## src/rtl/tcm_arb_pkg.sv

```systemverilog
// Shared definitions for the TCM data-port arbiter: owner ids, tag width
// defaults and the request bundle carried from either master to tcm_mem.
package tcm_arb_pkg;

    localparam logic ARB_P0 = 1'b0;
    localparam logic ARB_P1 = 1'b1;

    localparam int ARB_TAG_W     = 11;
    // Widest tag the request bundle can carry; narrower tags are zero-extended.
    localparam int ARB_TAG_MAX_W = 32;

    typedef struct packed {
        logic [31:0]              addr;
        logic [31:0]              data;
        logic                     rd;
        logic [3:0]               wr;
        logic                     cacheable;
        logic [ARB_TAG_MAX_W-1:0] tag;
        logic                     invalidate;
        logic                     writeback;
        logic                     flush;
    } arb_req_t;

    function automatic logic req_active(input arb_req_t r);
        return r.rd | (|r.wr) | r.invalidate | r.writeback | r.flush;
    endfunction

endpackage

```

## src/rtl/arb_owner_fifo.sv

```systemverilog
// In-order FIFO of 1-bit owner ids, one entry per request accepted downstream
// and not yet acknowledged. Pointers wrap naturally since depth is a power of two.
module arb_owner_fifo #(
    parameter int OUTSTANDING = 4,
    parameter int PTR_W       = $clog2(OUTSTANDING),
    parameter int CNT_W       = $clog2(OUTSTANDING) + 1
) (
    input  logic             clk_i,
    input  logic             rst_i,
    input  logic             push_i,
    input  logic             push_data_i,
    input  logic             pop_i,
    output logic             head_o,
    output logic             full_o,
    output logic             empty_o,
    output logic [CNT_W-1:0] count_o
);

    logic [OUTSTANDING-1:0] mem_q, mem_d;
    logic [PTR_W-1:0]       wr_ptr_q, wr_ptr_d;
    logic [PTR_W-1:0]       rd_ptr_q, rd_ptr_d;
    logic [CNT_W-1:0]       count_q, count_d;
    logic                   do_push, do_pop;

    assign full_o  = (count_q == CNT_W'(OUTSTANDING));
    assign empty_o = (count_q == '0);
    assign count_o = count_q;
    assign head_o  = mem_q[rd_ptr_q];
    assign do_push = push_i & ~full_o;
    assign do_pop  = pop_i & ~empty_o;

    // Next-state for storage, pointers and occupancy; push+pop leaves count unchanged.
    always_comb begin
        mem_d    = mem_q;
        wr_ptr_d = wr_ptr_q;
        rd_ptr_d = rd_ptr_q;
        count_d  = count_q;
        if (do_push) begin
            mem_d[wr_ptr_q] = push_data_i;
            wr_ptr_d        = wr_ptr_q + PTR_W'(1);
        end
        if (do_pop) begin
            rd_ptr_d = rd_ptr_q + PTR_W'(1);
        end
        if (do_push && !do_pop) begin
            count_d = count_q + CNT_W'(1);
        end else if (do_pop && !do_push) begin
            count_d = count_q - CNT_W'(1);
        end
    end

    // Registers with synchronous reset; reset discards every tracked owner.
    always_ff @(posedge clk_i) begin
        if (rst_i) begin
            mem_q    <= '0;
            wr_ptr_q <= '0;
            rd_ptr_q <= '0;
            count_q  <= '0;
        end else begin
            mem_q    <= mem_d;
            wr_ptr_q <= wr_ptr_d;
            rd_ptr_q <= rd_ptr_d;
            count_q  <= count_d;
        end
    end

endmodule

```

## src/rtl/tcm_dport_arbiter.sv

```systemverilog
// Round-robin arbiter sharing the TCM data port between the core (port 0)
// and an auxiliary master (port 1). A stalled grant is locked to its owner
// until accepted; responses are steered back using an in-order owner FIFO.
// TAG_W may be at most ARB_TAG_MAX_W.
module tcm_dport_arbiter
    import tcm_arb_pkg::*;
#(
    parameter int OUTSTANDING = 4,
    parameter int TAG_W       = ARB_TAG_W
) (
    input  logic             clk_i,
    input  logic             rst_i,
    input  logic [31:0]      p0_addr_i,
    input  logic [31:0]      p0_data_wr_i,
    input  logic             p0_rd_i,
    input  logic [3:0]       p0_wr_i,
    input  logic             p0_cacheable_i,
    input  logic [TAG_W-1:0] p0_req_tag_i,
    input  logic             p0_invalidate_i,
    input  logic             p0_writeback_i,
    input  logic             p0_flush_i,
    output logic             p0_accept_o,
    output logic             p0_ack_o,
    output logic             p0_error_o,
    output logic [31:0]      p0_data_rd_o,
    output logic [TAG_W-1:0] p0_resp_tag_o,
    input  logic [31:0]      p1_addr_i,
    input  logic [31:0]      p1_data_wr_i,
    input  logic             p1_rd_i,
    input  logic [3:0]       p1_wr_i,
    input  logic [TAG_W-1:0] p1_req_tag_i,
    output logic             p1_accept_o,
    output logic             p1_ack_o,
    output logic             p1_error_o,
    output logic [31:0]      p1_data_rd_o,
    output logic [TAG_W-1:0] p1_resp_tag_o,
    output logic [31:0]      m_addr_o,
    output logic [31:0]      m_data_wr_o,
    output logic             m_rd_o,
    output logic [3:0]       m_wr_o,
    output logic             m_cacheable_o,
    output logic [TAG_W-1:0] m_req_tag_o,
    output logic             m_invalidate_o,
    output logic             m_writeback_o,
    output logic             m_flush_o,
    input  logic             m_accept_i,
    input  logic             m_ack_i,
    input  logic             m_error_i,
    input  logic [31:0]      m_data_rd_i,
    input  logic [TAG_W-1:0] m_resp_tag_i,
    output logic             spurious_o
);

    localparam int CNT_W = $clog2(OUTSTANDING) + 1;

    arb_req_t   p0_req, p1_req, m_req;
    logic       p0_act, p1_act;
    logic       gnt_valid, gnt_port;
    logic       accept, ack_valid;
    logic       fifo_full, fifo_empty, fifo_head;
    logic [CNT_W-1:0] unused_fifo_count;
    logic       unused_tag_hi;

    logic       last_q, last_d;
    logic       lock_q, lock_d;
    logic       lock_owner_q, lock_owner_d;
    logic       spurious_q, spurious_d;

    // Pack both masters into the common request bundle; port 1 has no maintenance ops.
    always_comb begin
        p0_req            = '0;
        p0_req.addr       = p0_addr_i;
        p0_req.data       = p0_data_wr_i;
        p0_req.rd         = p0_rd_i;
        p0_req.wr         = p0_wr_i;
        p0_req.cacheable  = p0_cacheable_i;
        p0_req.tag        = ARB_TAG_MAX_W'(p0_req_tag_i);
        p0_req.invalidate = p0_invalidate_i;
        p0_req.writeback  = p0_writeback_i;
        p0_req.flush      = p0_flush_i;
        p1_req            = '0;
        p1_req.addr       = p1_addr_i;
        p1_req.data       = p1_data_wr_i;
        p1_req.rd         = p1_rd_i;
        p1_req.wr         = p1_wr_i;
        p1_req.tag        = ARB_TAG_MAX_W'(p1_req_tag_i);
    end

    assign p0_act = req_active(p0_req);
    assign p1_act = req_active(p1_req);

    // Grant: a live lock wins, otherwise round-robin against the last accepted port.
    always_comb begin
        gnt_valid = 1'b0;
        gnt_port  = ARB_P0;
        if (lock_q && ((lock_owner_q == ARB_P0) ? p0_act : p1_act)) begin
            gnt_valid = 1'b1;
            gnt_port  = lock_owner_q;
        end else if (p0_act && p1_act) begin
            gnt_valid = 1'b1;
            gnt_port  = ~last_q;
        end else if (p0_act) begin
            gnt_valid = 1'b1;
            gnt_port  = ARB_P0;
        end else if (p1_act) begin
            gnt_valid = 1'b1;
            gnt_port  = ARB_P1;
        end
    end

    assign accept      = gnt_valid & m_accept_i & ~fifo_full & ~rst_i;
    assign p0_accept_o = accept & (gnt_port == ARB_P0);
    assign p1_accept_o = accept & (gnt_port == ARB_P1);

    // Downstream request mux; reads/writes are suppressed while full or in reset.
    always_comb begin
        m_req = '0;
        if (gnt_valid) begin
            m_req = (gnt_port == ARB_P0) ? p0_req : p1_req;
        end
        if (fifo_full || rst_i) begin
            m_req.rd = 1'b0;
            m_req.wr = 4'b0;
        end
    end

    assign m_addr_o       = m_req.addr;
    assign m_data_wr_o    = m_req.data;
    assign m_rd_o         = m_req.rd;
    assign m_wr_o         = m_req.wr;
    assign m_cacheable_o  = m_req.cacheable;
    assign m_req_tag_o    = m_req.tag[TAG_W-1:0];
    assign m_invalidate_o = m_req.invalidate;
    assign m_writeback_o  = m_req.writeback;
    assign m_flush_o      = m_req.flush;
    assign unused_tag_hi  = ^m_req.tag;

    // Round-robin history, lock tracking and the sticky spurious-ack flag.
    always_comb begin
        last_d       = accept ? gnt_port : last_q;
        lock_d       = gnt_valid & ~accept;
        lock_owner_d = gnt_valid ? gnt_port : lock_owner_q;
        spurious_d   = spurious_q | (m_ack_i & fifo_empty);
    end

    // State registers; after reset port 0 wins the first tie.
    always_ff @(posedge clk_i) begin
        if (rst_i) begin
            last_q       <= ARB_P1;
            lock_q       <= 1'b0;
            lock_owner_q <= ARB_P0;
            spurious_q   <= 1'b0;
        end else begin
            last_q       <= last_d;
            lock_q       <= lock_d;
            lock_owner_q <= lock_owner_d;
            spurious_q   <= spurious_d;
        end
    end

    assign spurious_o = spurious_q;

    arb_owner_fifo #(
        .OUTSTANDING (OUTSTANDING)
    ) u_owner_fifo (
        .clk_i       (clk_i),
        .rst_i       (rst_i),
        .push_i      (accept),
        .push_data_i (gnt_port),
        .pop_i       (ack_valid),
        .head_o      (fifo_head),
        .full_o      (fifo_full),
        .empty_o     (fifo_empty),
        .count_o     (unused_fifo_count)
    );

    assign ack_valid     = m_ack_i & ~fifo_empty & ~rst_i;
    assign p0_ack_o      = ack_valid & (fifo_head == ARB_P0);
    assign p1_ack_o      = ack_valid & (fifo_head == ARB_P1);
    assign p0_error_o    = p0_ack_o & m_error_i;
    assign p1_error_o    = p1_ack_o & m_error_i;
    assign p0_data_rd_o  = m_data_rd_i;
    assign p1_data_rd_o  = m_data_rd_i;
    assign p0_resp_tag_o = m_resp_tag_i;
    assign p1_resp_tag_o = m_resp_tag_i;

endmodule

```

## config.mk

```make
export PLATFORM = sky130hd
export DESIGN_NAME = tcm_dport_arbiter
export DESIGN_NICKNAME = d
export VERILOG_FILES = /design/src/rtl/tcm_arb_pkg.sv /design/src/rtl/arb_owner_fifo.sv /design/src/rtl/tcm_dport_arbiter.sv
export SDC_FILE = /design/constraint.sdc
export NUM_CORES = 1
export LEC_CHECK = 0
export BUFFER_PORTS_ARGS = -buffer_cell sky130_fd_sc_hd__clkbuf_2
export CORE_AREA = 2 2 153 155
export DETAILED_ROUTE_END_ITERATION = 8
export DIE_AREA = 0 0 155 157
export REMOVE_ABC_BUFFERS = 1
export SYNTH_ARGS = -nofsm -noshare
export SYNTH_HDL_FRONTEND = slang
export SYNTH_SLANG_ARGS = --single-unit
```

## constraint.sdc

```tcl
create_clock -name clk_i -period 2.2 [get_ports clk_i]
set_input_delay 0.11 -clock clk_i [delete_from_list [all_inputs] [get_ports clk_i]]
set_output_delay 0.11 -clock clk_i [all_outputs]
set_load 0.02 [all_outputs]
```

==> summary.txt <==
Run status
  – Outcome: finished, final reports clean

Job
  – Max Cap Violations: 0

Placed design
  – Final HPWL DP: 12800 um
  – Placer Congestion: 0.7373
  – PortBufs: 259
  – Total placed cells including tap cells: 895

Drt
  – Wirelength, routed: 16000 um
  – Via count: 3791
  – Iteration count of the initial detailed-routing pass: 5
  – Final routed DRC violation total: 0
  – Wire per inst: 17.79 um
  – Via density per instance: 4.217
  – Number of DRC violations after detailed-routing iteration 0: 361
  – Count of nets left with antenna violations after detail routing: 0

Setup path
  – Critical path type: flip-flop to flip-flop
  – Worst stage delay on the critical path: 0.38 ns
  – Reg2reg setup slack: 0.08 ns
  – Number of cells on the worst reg-to-reg path: 10
  – Reg-to-Reg Start: u_owner_fifo.count_o[2]$_SDFFE_PP0P_
  – Worst path buffer plus inverter count: 2
  – Logic depth of the worst path, buffers included: 10
  – Slowest stage cell on the critical path: or3_1
  – Endpoint of the worst setup timing path: u_owner_fifo.count_o[2]$_SDFFE_PP0P_
  – Kind of end point of the critical path: flip-flop
  – CP delay by family, top: simple AND/OR/NAND/NOR gates
  – List of cells traversed by the critical path: or3b_4, and2_4, nand3_2, inv_2, ha_4, inv_1, fa_2, xor2_1, or3_1, a21oi_2
  – Startpoint of the most critical setup path: u_owner_fifo.count_o[2]$_SDFFE_PP0P_
  – Worst-path maximum fanout: 5
  – Critical path data arrival time: 2.30 ns
  – FF-to-FF End: u_owner_fifo.count_o[2]$_SDFFE_PP0P_
  – Required time at the endpoint of the critical path: 2.38 ns
  – Kind of start point of the critical path: flip-flop

Synth
  – Commonest cells in the synthesized netlist: 88 x buf_4, 81 x nand2_1, 78 x nand3_1, 61 x o21ai_0, 20 x clkbuf_1
  – Number of standard cells after synthesis: 458
  – Synthesis-stage register bit count: 15
  – Average footprint of a synthesized cell: 6.147 um^2
  – Area share of the largest cell type after synthesis: 23.47%
  – Number of warnings issued by yosys: 0
  – Number of enable flip-flop cells after synthesis: 0
  – Biggest area consumer among synthesized cells: buf_4
  – Most common flop cell mapped by yosys: dfxtp_1
  – Netlist area before placement: 2815 um^2
  – Cell variety after synth: 40
  – Library cell with the highest instance count after synthesis: buf_4
  – Largest cells by area after synthesis: buf_4 23%, nand3_1 14%, o21ai_0 11%, nand2_1 11%, dfxtp_1 11%
  – Seq/Total Area, Yosys: 10.67%
  – Synth async-reset ratio: 0%

Floorplan
  – Starting density of the core: 12.51%
  – Placeable core area: 22500 um^2
  – DIE HEIGHT: 157 um
  – Width of the die: 155 um
  – Top-Level Pins: 389
  – Die area: 24340 um^2
  – Core Rows: 55

GRT
  – GRT Overall Usage: 11.79%
  – Number of global-route vias before repair: 3315
  – Number of antenna violations at the first check in global routing: 0
  – Pin count of the biggest net entering global routing: 78
  – Most used routing layer: met2
  – Met2 routing resource usage after global routing: 15.47%
  – Met3 Track Usage GR: 9.141%
  – Routing usage on met1: 14.48%
  – First-pass GRT wire length: 21530 um
  – Total gr overflow: 0

Clock network
  – Setup bufs post-CTS: 0
  – Clock tree from TritonCTS: done
  – Buffers from clock root to sink, at most: 2
  – Num Clock Sinks: 15
  – Clock transition at the registers of the reported paths: 0.05 ns
  – Number of gates resized after CTS: 0
  – CTS Root Buffer Type: clkbuf_16
  – Clock latency at the later pin of the worst-skew pair: 0.24 ns
  – Maximum level of the CTS H-tree: 1
  – Inserted Clock Buffers: 3
  – Hold-fix buffers at CTS: 0

Layout
  – Final-stage net count: 833
  – Final antenna diode count: 0
  – Fraction of final layout cells sized beyond drive strength 1: 47.72%
  – Sequential standard cell area: 301.5 um^2
  – Growth of design area from synthesis to finish: 38.89%
  – Final-layout fill cell count: 2588
  – Area taken by multi-input logic gates: 1674 um^2
  – Filler-free cell count of the finished design: 899

Power
  – Power density of the placed cells: 734.6 nW/um^2
  – Sw Pwr: 0.001504 W
  – Worst IR Drop VDD: 0.0002732 V
  – P_int: 0.001369 W
  – Gate power share: 74.3%
  – Net Sw Frac: 52.35%
  – Clock network power share: 12.3%
  – Post-layout power: 0.002872 W
  – Sequential fraction of design power: 13.4%
  – Leakage component of the power: 2.113 nW

Min path
  – Min-delay worst type: primary input to flip-flop

STA
  – Relative max-transition margin: 58.83%
  – Number of max-slew violations in the final report: 0
  – Total of endpoints with negative setup slack in the final report: 0
  – Max Clock Freq: 471.2 MHz
  – Worst Clk Skew: 0.001392 ns
  – Slew at the pin with the worst max-slew slack: 0.6176 ns
  – Final cycle utilization of the critical path: 96.47%
  – Min Clock Period, post-route: 2.122 ns
  – Final count of hold timing violations: 0
## logic make-up after synthesis
| kind of cell | count (synthesis) | synth area share (%) |
|---|---|---|
| buf+inv | 135 | 30.84 |
| compound gates | 102 | 20.27 |
| mux | 3 | 1.511 |
| xor+xnor | 4 | 1.245 |
| flops | 15 | 10.67 |
| fa+ha+maj | 6 | 2.933 |
| simple gates | 193 | 32.53 |
## power groups by stage
stage | clock network [W] | logic (W) | registers, W
floorplan | 0 | 0.00124 | 0.000392
global placement | 0 | 0.00211 | 0.000385
detailed placement | 0 | 0.00212 | 0.000388
CTS | 0.000361 | 0.00212 | 0.000383
global route | 0.000372 | 0.00234 | 0.000396
finish | 0.000353 | 0.00213 | 0.000385
## final cells by class
| class | instances | share of cell area, % |
|---|---|---|
| clock buffers | 4 | 2.016 |
| flip-flops and latches | 15 | 7.712 |
| inverters | 12 | 1.152 |
| multi-input cells | 308 | 42.82 |
| repair buffers | 275 | 37.18 |
| well taps | 285 | 9.120 |
## layer usage
metal,up-vias,share of wire (%)
met4,6,0.71
li1,1796,-
met3,18,16
met1,1703,40
met5,-,1.4
met2,268,41
## how the worst min path moves through the flow
stage               startpoint                               endpoint  slack [ns]  cells past startpoint
2_1_floorplan            rst_i              lock_owner_q$_SDFFE_PP0P_        0.18                      1
6_report                 rst_i  u_owner_fifo.rd_ptr_q[1]$_SDFFE_PP0P_        0.11                      2
4_1_cts                  rst_i  u_owner_fifo.rd_ptr_q[1]$_SDFFE_PP0P_        0.10                      2
3_5_place_dp   m_data_rd_i[24]                       p0_data_rd_o[24]        0.22                      0
3_3_place_gp   m_data_rd_i[24]                       p0_data_rd_o[24]        0.22                      0
5_1_grt                  rst_i  u_owner_fifo.rd_ptr_q[1]$_SDFFE_PP0P_        0.11                      2
## registers in the layout, summed over array words and instances (netlist names)
signal,flops
spurious_o,1
lock_q,1
u_owner_fifo.mem_q,4
u_owner_fifo.wr_ptr_q,2
u_owner_fifo.count_o,3
u_owner_fifo.rd_ptr_q,2
last_q,1
lock_owner_q,1
## placed cells by master, fill, tap and decap left out, types with 2 or more instances in the layout
cell type and n:
a21oi_1 3, a32o_1 3, and2_1 4, and3_1 2
buf_12 3, buf_4 13, clkbuf_16 3, clkbuf_2 259
dfxtp_1 14, ha_1 4, inv_1 11, mux2i_1 2
nand2_1 80, nand2b_1 2, nand3_1 78, nand4_1 2
nor2_1 12, nor4_2 2, o211ai_1 2, o21ai_0 61
o21ai_1 19, o311ai_0 4, o31ai_1 5, or4_1 2
xor2_1 3
## stage by stage
stage / instance area [um^2] / setup slack (ns) / util, % / setup TNS [ns] / hold WS, ns
after floorplan: 1992 / -1.629 / - / -97.51 / 0.1791
after global placement: 3806 / 0.1097 / 16.91 / 0 / 0.2204
after detailed placement: 3806 / 0.04848 / 16.91 / 0 / 0.2204
after CTS: 3885 / 0.04465 / 17.26 / 0 / 0.1019
after global routing: 3910 / -0.02387 / 17.38 / -0.02387 / 0.1135
final: 3910 / 0.07773 / 17.38 / 0 / 0.1064
Power figures use the tool's default switching activity.
